--- src/rtl/accum_seq32.sv ---
// Purpose : registers the 32-bit signed running sum of a valid/ready packet and
//           a sticky signed-overflow flag, then presents sum/overflow/beat count.
// Latency : result valid the cycle after the last beat is accepted; min 2-cycle
//           packet spacing. Backpressure: in_ready drops while a result waits
//           for out_ready; the result is held stable until taken.
//
// Ports   : clk/rst_n            clock, asynchronous active-low reset
//           in_valid/in_ready    input beat handshake (in_data, in_last)
//           out_valid/out_ready  result handshake (out_sum, out_ov, out_count)
// Build   : define ACCUM_SAT_EN to clamp the accumulator on signed overflow
//           instead of wrapping.
module accum_seq32 #(
    parameter int CNT_W = 8
) (
    input  logic             clk,
    input  logic             rst_n,
    input  logic             in_valid,
    output logic             in_ready,
    input  logic [31:0]      in_data,
    input  logic             in_last,
    output logic             out_valid,
    input  logic             out_ready,
    output logic [31:0]      out_sum,
    output logic             out_ov,
    output logic [CNT_W-1:0] out_count
);

    typedef enum logic [1:0] {
        IDLE = 2'd0,
        ACC  = 2'd1,
        DONE = 2'd2
    } state_t;

    localparam logic [CNT_W-1:0] CNT_MAX = '1;
    localparam logic [CNT_W-1:0] CNT_ONE = CNT_W'(1);

    state_t            state;
    logic [31:0]       acc;
    logic              ov_sticky;
    logic [CNT_W-1:0]  count;

    logic [31:0]       sum_dat;
    logic              add_ov;
    logic [31:0]       next_acc;
    logic              accept;

    // Carry-out of bit 31 is dropped; signed overflow is detected from signs.
    assign sum_dat = acc + in_data;
    assign add_ov  = (acc[31] == in_data[31]) && (sum_dat[31] != acc[31]);

`ifdef ACCUM_SAT_EN
    // On overflow both operands share a sign, so acc[31] picks the clamp rail.
    assign next_acc = add_ov ? (acc[31] ? 32'h8000_0000 : 32'h7FFF_FFFF) : sum_dat;
`else
    assign next_acc = sum_dat;
`endif

    // Gated by rst_n so no beat is advertised as acceptable during reset.
    assign in_ready = rst_n && (state != DONE);
    assign accept   = in_valid && in_ready;

    assign out_sum   = acc;
    assign out_ov    = ov_sticky;
    assign out_count = count;

    always_ff @(posedge clk or negedge rst_n) begin
        if (!rst_n) begin
            state     <= IDLE;
            acc       <= 32'h0;
            ov_sticky <= 1'b0;
            count     <= '0;
            out_valid <= 1'b0;
        end else begin
            case (state)
                IDLE: begin
                    if (accept) begin
                        // Accumulator is zero here, so the first add cannot overflow.
                        acc       <= in_data;
                        count     <= CNT_ONE;
                        ov_sticky <= 1'b0;
                        state     <= in_last ? DONE : ACC;
                        out_valid <= in_last;
                    end
                end
                ACC: begin
                    if (accept) begin
                        acc       <= next_acc;
                        ov_sticky <= ov_sticky | add_ov;
                        if (count != CNT_MAX) begin
                            count <= count + CNT_ONE;
                        end
                        if (in_last) begin
                            state     <= DONE;
                            out_valid <= 1'b1;
                        end
                    end
                end
                DONE: begin
                    if (out_ready) begin
                        acc       <= 32'h0;
                        ov_sticky <= 1'b0;
                        count     <= '0;
                        state     <= IDLE;
                        out_valid <= 1'b0;
                    end
                end
                default: begin
                    state     <= IDLE;
                    out_valid <= 1'b0;
                end
            endcase
        end
    end

endmodule

--- config.mk ---
export PLATFORM = sky130hd
export DESIGN_NAME = accum_seq32
export DESIGN_NICKNAME = d
export VERILOG_FILES = /design/src/rtl/accum_seq32.sv
export SDC_FILE = /design/constraint.sdc
export NUM_CORES = 1
export LEC_CHECK = 0
export ABC_AREA = 0
export BUFFER_PORTS_ARGS = -buffer_cell sky130_fd_sc_hd__buf_2
export CORE_ASPECT_RATIO = 1.4
export CORE_MARGIN = 8
export CORE_UTILIZATION = 56
export DETAILED_ROUTE_END_ITERATION = 6
export PLACE_DENSITY = 0.81
export SLEW_MARGIN = 20
export SYNTH_ARGS = -nofsm -noshare
export SYNTH_HDL_FRONTEND = slang
export SYNTH_SLANG_ARGS = --single-unit
--- constraint.sdc ---
create_clock -name clk -period 3.2 [get_ports clk]
set_input_delay 0 -clock clk [delete_from_list [all_inputs] [get_ports clk]]
set_output_delay 0 -clock clk [all_outputs]
set_load 0.05 [all_outputs]
==> results of run 1 <==
-- worst min-delay path, cell delays in order --
cell	delay [ps]
buf_2	90
a21oi_1	60
o21ai_0	150
-- logic make-up after synthesis --
family | after synthesis | share of synthesized area
AOI/OAI and AO/OA | 172 | 0.310
and+or+nand+nor | 152 | 0.190
DFF | 43 | 0.278
adders and majority gates | 36 | 0.118
buffers and inverters | 31 | 0.0307
xor gates and xnor gates | 25 | 0.0566
muxes | 6 | 0.0168
-- worst max-delay path by stage --
stage | depth (start not counted) | endpoint | slack (ps)
5_1_grt | 11 | out_sum[24] | 90
3_5_place_dp | 11 | out_sum[24] | 250
2_1_floorplan | 11 | out_sum[24] | 90
6_report | 11 | out_sum[24] | 220
3_3_place_gp | 11 | out_sum[24] | 320
4_1_cts | 11 | out_sum[24] | 240
-- stage by stage --
step / worst slack [ps] / area [µm²] / std cells / utilization
global route: 86.4 / 4730 / 659 / 0.692
CTS: 243 / 4730 / 659 / 0.692
finish: 221 / 4730 / 659 / 0.692
global placement: 321 / 4390 / 628 / 0.641
floorplan: 90.4 / 3870 / 465 / -
detailed placement: 245 / 4390 / 628 / 0.641
-- layout by cell type (no fill, tap or decap), types with 8 or more instances in the layout --
cell	count
dlygate4sd3_1	23
o21ai_0	33
nor2b_1	9
buf_4	11
buf_2	79
inv_1	8
a21oi_1	40
dfrtp_1	43
nand2b_1	9
nor2_1	57
xnor2_1	14
and3_1	15
ha_1	35
a221oi_1	19
nand3_1	16
xor2_1	11
nand2_1	25
a21o_1	24
-- area by class of cell --
type	count	area (µm²)
clock buffers	6	82.6
clock inverters	2	35.0
fillers	591	2110
inverters	9	33.8
multi-input cells	391	2680
flip-flops and latches	43	1080
well taps	95	119
repair buffers	113	708
-- state kept, by name, indices dropped and copies added, names as in the netlist --
name	cells
out_valid	1
out_ov	1
out_count	8
out_sum	32
state	1
-- power by group --
part / internal [W] / switching, W / leakage, nW
combinational: 0.00152 / 0.00290 / 1.70
sequential: 0.000791 / 0.000221 / 0.527
clock: 0.000253 / 0.000219 / 0.0612
-- what timing repair did --
item	CTS	global route
hold endpoints to repair	66	0
endpoints found under the setup margin	0	0
hold buffers	23	0
-- routing by layer --
metal | wire length, µm | part of all wire | track usage | vias to the layer above
met4 | 316 | 0.027 | 0.0911 | 0
met3 | 542 | 0.046 | 0.0374 | 30
met1 | 4740 | 0.41 | 0.273 | 1959
li1 | - | - | - | 1928
met5 | 0 | 0 | 0 | -
met2 | 6090 | 0.52 | 0.437 | 137
==> results.py, run 1 <==
metrics = {
    "sta": {
        "slew_viol_final": 0,
        "tightest_slew_ps": 676,
        "hold_violations": 0,
        "setup_viol": 0,
        "clock_skew_ps": 9.79,
        "max_slew_margin": 0.549,
        "fin_crit_ps": 2980,
        "tns_ps": 0,
        "rsz0062_at_grt": "false",
        "clock.fmax_mhz": 336,
        "worst_hold_slack_ps": 17.6,
        "period_share": 0.931,
    },
    "setup_path": {
        "slowest_stage": "fa_1",
        "worst_path_largest_cell_delay_ps": 440,
        "cp_top_family": "compound AO/OA/AOI/OAI gates",
        "worstPathRequired_ps": 3430,
        "worst_r2r_endpoint": "out_sum[24]",
        "crit_type": "register to register",
        "critPathArrivalTime_ps": 3210,
        "cp-end-kind": "register",
        "critPathMaxFanout": 3,
        "reg2reg_from": "out_sum[0]",
        "start_kind": "register",
        "worst_r2r_path_depth": 11,
        "critPathBufInv": 0,
        "cp_cell_sequence": "ha_1 -> fa_1 -> a211oi_2 -> nor2_2 -> o31ai_4 -> o21bai_2 -> o31a_1 -> a41o_1 -> nand2_1 -> mux2_2 -> o31ai_1",
        "cp-startpoint": "out_sum[0]",
        "r2r_slack_ps": 220,
    },
    "grt": {
        "antenna_found_initial": 0,
        "grt_max_degree": 44,
        "grt_overflow": 0,
        "first_global_vias": 4104,
        "grt_first_pass_wirelength_um": 19500,
        "grt_use_total": 0.241,
    },
    "power_and_ir_drop": {
        "ir_drop_mv": 0.736,
        "total_power_w": 0.00590,
        "leakage_nw": 2.29,
        "p_per_area_mw_per_mm2": 1250,
    },
    "yosys": {
        "synth_common_cells": "nor2_1, dfrtp_1, a21oi_1",
        "ys_ff_latch": 43,
        "netlist_area_mm2": 0.00387,
        "synth_edf_count": 0,
        "synth.area.top_cells": "dfrtp_1, ha_1, nor2_1, a21oi_1, a21o_1",
        "avgSynthCellArea_um2": 8.33,
        "synthArstFlopShare": 1.00,
        "yosysWarningCount": 0,
        "ys_seq_area_frac": 0.278,
        "synth_cells": 465,
        "syn-num-nets": 538,
        "synth.distinct_cells": 63,
        "synth-main-ff-cell": "dfrtp_1",
        "synth_most_common_cell": "nor2_1",
        "synth_top_area_share": 0.278,
        "synth_largest_area_cell": "dfrtp_1",
    },
    "placed_design": {
        "numPortBuffers": 79,
        "gp_congestion": 0.978,
        "place_hpwl_um": 8730,
    },
    "floorplanning": {
        "die_h_um": 114,
        "ios": 80,
        "coreArea_mm2": 0.00685,
        "initial_core_util": 0.565,
        "die_w_um": 86.3,
        "placementRows": 36,
        "die-area_mm2": 0.00987,
    },
    "cts": {
        "cts_tree": "built",
        "cts_root_buf": "clkbuf_8",
        "numCtsBuffers": 5,
        "clock_sinks": 43,
        "clockBufferDepth": 2,
        "cts_resized": 0,
        "h-tree-depth": 2,
        "clock_latency_ps": 320,
        "clk_pin_slew_ps": 100,
        "cts_setup_buffers": 0,
    },
    "finish": {
        "layout-drive-gt1-share": 0.207,
        "area_delta_synth_final_pct": 22.3,
        "fin_nets": 636,
        "num_antenna_cells": 0,
    },
    "routing": {
        "vias_per_cell": 6.15,
        "dr.pass1.iters": 5,
        "detail-route-antenna-nets": 0,
        "routed_wl_um": 11700,
        "dr.first_iter.drc_count": 315,
        "wl_per_cell_um": 17.7,
        "drc": 0,
        "num_vias": 4054,
    },
    "run": {
        "maxCapViolCount": 0,
    },
    "status": {
        "status": "finished, final reports clean",
    },
    "hold_path": {
        "min_from": "in_data[6]",
        "hold_class": "primary input to register",
        "holdPathStages": 3,
        "min_to": "out_sum[6]",
    },
}
Power figures use the tool's default switching activity.
==> run 2: changes to the inputs <==
--- a/config.mk
+++ b/config.mk
@@ -9,9 +9,10 @@
 export BUFFER_PORTS_ARGS = -buffer_cell sky130_fd_sc_hd__buf_2
 export CORE_ASPECT_RATIO = 1.4
 export CORE_MARGIN = 8
-export CORE_UTILIZATION = 56
+export CORE_UTILIZATION = 58
+export CTS_BUF_LIST = sky130_fd_sc_hd__clkbuf_8
 export DETAILED_ROUTE_END_ITERATION = 6
-export PLACE_DENSITY = 0.81
+export PLACE_DENSITY = 0.84
 export SLEW_MARGIN = 20
 export SYNTH_ARGS = -nofsm -noshare
 export SYNTH_HDL_FRONTEND = slang
==> results.py, run 2 (same netlist as run 1, synthesis figures left out) <==
metrics = {
    "status": {
        "status": "finished, violations left",
        "violations": "negative hold slack",
    },
    "grt": {
        "use_met1": 0.275,
        "grt_use_met3": 0.0409,
        "grt_util_met2": 0.436,
        "grt_first_pass_wirelength_um": 19500,
        "grt_use_total": 0.242,
        "antenna_found_initial": 0,
        "first_global_vias": 4174,
        "busiest_layer": "met2",
        "grt_overflow": 0,
        "grt_max_degree": 44,
    },
    "routing": {
        "num_vias": 4101,
        "routed_wl_um": 11500,
        "drc": 0,
        "detail-route-antenna-nets": 0,
        "vias_per_cell": 6.49,
        "wl_per_cell_um": 18.1,
        "dr.pass1.iters": 5,
        "dr.first_iter.drc_count": 364,
    },
    "cts": {
        "clock_sinks": 43,
        "clk_pin_slew_ps": 90,
        "numCtsBuffers": 5,
        "cts_root_buf": "clkbuf_8",
        "h-tree-depth": 2,
        "cts_tree": "built",
        "clock_latency_ps": 300,
        "clockBufferDepth": 2,
    },
    "floorplanning": {
        "die_h_um": 113,
        "initial_core_util": 0.593,
        "die-area_mm2": 0.00958,
        "ios": 80,
        "placementRows": 35,
        "coreArea_mm2": 0.00653,
        "die_w_um": 85.0,
    },
    "finish": {
        "layout-drive-gt1-share": 0.212,
        "area_delta_synth_final_pct": 19.0,
        "fin_nets": 629,
        "final_common_cell": "buf_2",
        "seq_area_mm2": 0.00108,
        "most-common-layout-cells": "buf_2, nor2_1, dfrtp_1",
        "multiInputGateArea_mm2": 0.00268,
        "fillers": 531,
        "largest_reg_flops": 32,
    },
    "sta": {
        "max_slew_margin": 0.476,
        "period_share": 0.922,
        "tns_ps": 0,
        "clock.fmax_mhz": 339,
        "slew_viol_final": 0,
        "fin_crit_ps": 2950,
        "tightest_slew_ps": 785,
        "worst_hold_slack_ps": -0.628,
        "setup_viol": 0,
        "hold_violations": 1,
        "clock_skew_ps": 2.95,
        "rsz0062_at_grt": "false",
    },
    "hold_path": {
        "min_to": "out_sum[22]",
        "hold_class": "primary input to register",
        "min_from": "in_data[22]",
        "holdPathStages": 3,
    },
    "setup_path": {
        "worst_r2r_path_depth": 11,
        "critPathMaxFanout": 3,
        "start_kind": "register",
        "worst_r2r_endpoint": "out_sum[24]",
        "worstPathRequired_ps": 3410,
        "reg2reg_from": "out_sum[0]",
        "critPathArrivalTime_ps": 3160,
        "r2r_slack_ps": 250,
        "cp-end-kind": "register",
        "cp-startpoint": "out_sum[0]",
        "crit_type": "register to register",
    },
    "power_and_ir_drop": {
        "leakage_nw": 2.24,
        "total_power_w": 0.00577,
        "p_per_area_mw_per_mm2": 1250,
        "ir_drop_mv": 0.667,
    },
    "run": {
        "maxCapViolCount": 0,
    },
    "placed_design": {
        "place_hpwl_um": 8580,
        "gp_congestion": 0.920,
        "numPortBuffers": 79,
    },
}
## run 2: routing by layer
layer  wire [µm]  vias to the layer above
met5           0                        -
li1            -                     1921
met3         686                       26
met4         255                        0
met1        4540                     1976
met2        5970                      178
## run 2: worst max-delay path by stage
stage                     cells after the start     endpoint
after global placement                       11  out_sum[24]
after floorplan                              11  out_sum[24]
after detailed placement                     11  out_sum[24]
after CTS                                    11  out_sum[24]
after global routing                         11  out_sum[24]
final                                        11  out_sum[24]
## run 2: metrics by stage
| step | setup slack, ps | utilization | cell area [µm²] | instances |
|---|---|---|---|---|
| floorplan | 90.4 | - | 3870 | 465 |
| global placement | 299 | 0.669 | 4370 | 608 |
| detailed placement | 229 | 0.669 | 4370 | 608 |
| finish | 251 | 0.706 | 4610 | 632 |
| CTS | 197 | 0.705 | 4600 | 631 |
| global route | 71.0 | 0.706 | 4610 | 631 |
## run 2: critical path, cell delays in order, from the launching register on
cell	delay, ps
dfrtp_1	400
ha_1	220
fa_2	380
a211oi_2	260
nor2_2	100
o31ai_4	240
o21bai_2	100
o31a_1	290
a41o_1	280
nand2_1	80
mux2_2	320
o31ai_1	190
## run 2: area by class of cell
cell class / instances / share of cell area
multi-input combinational: 391 / 0.582
sequential: 43 / 0.234
timing repair buffer: 106 / 0.138
tap: 74 / 0.0201
clock buffer: 5 / 0.0149
inverter: 9 / 0.00733
clock inverter: 3 / 0.00353
antenna: 1 / 0.000543
## run 2: timing repair
| item | CTS | global route |
|---|---|---|
| endpoints found under the hold margin | 57 | 0 |
| setup buffers | 0 | 0 |
| hold buffers | 15 | 0 |
| setup endpoints to repair | 0 | 1 |
| gates resized for setup | 0 | 1 |
## run 2: report_power, final
part           total (W)  switching (W)  internal [W]
registers        0.00101       0.000221      0.000791
clock network   0.000358       0.000208      0.000150
logic            0.00440        0.00288       0.00151
total            0.00577        0.00331       0.00245
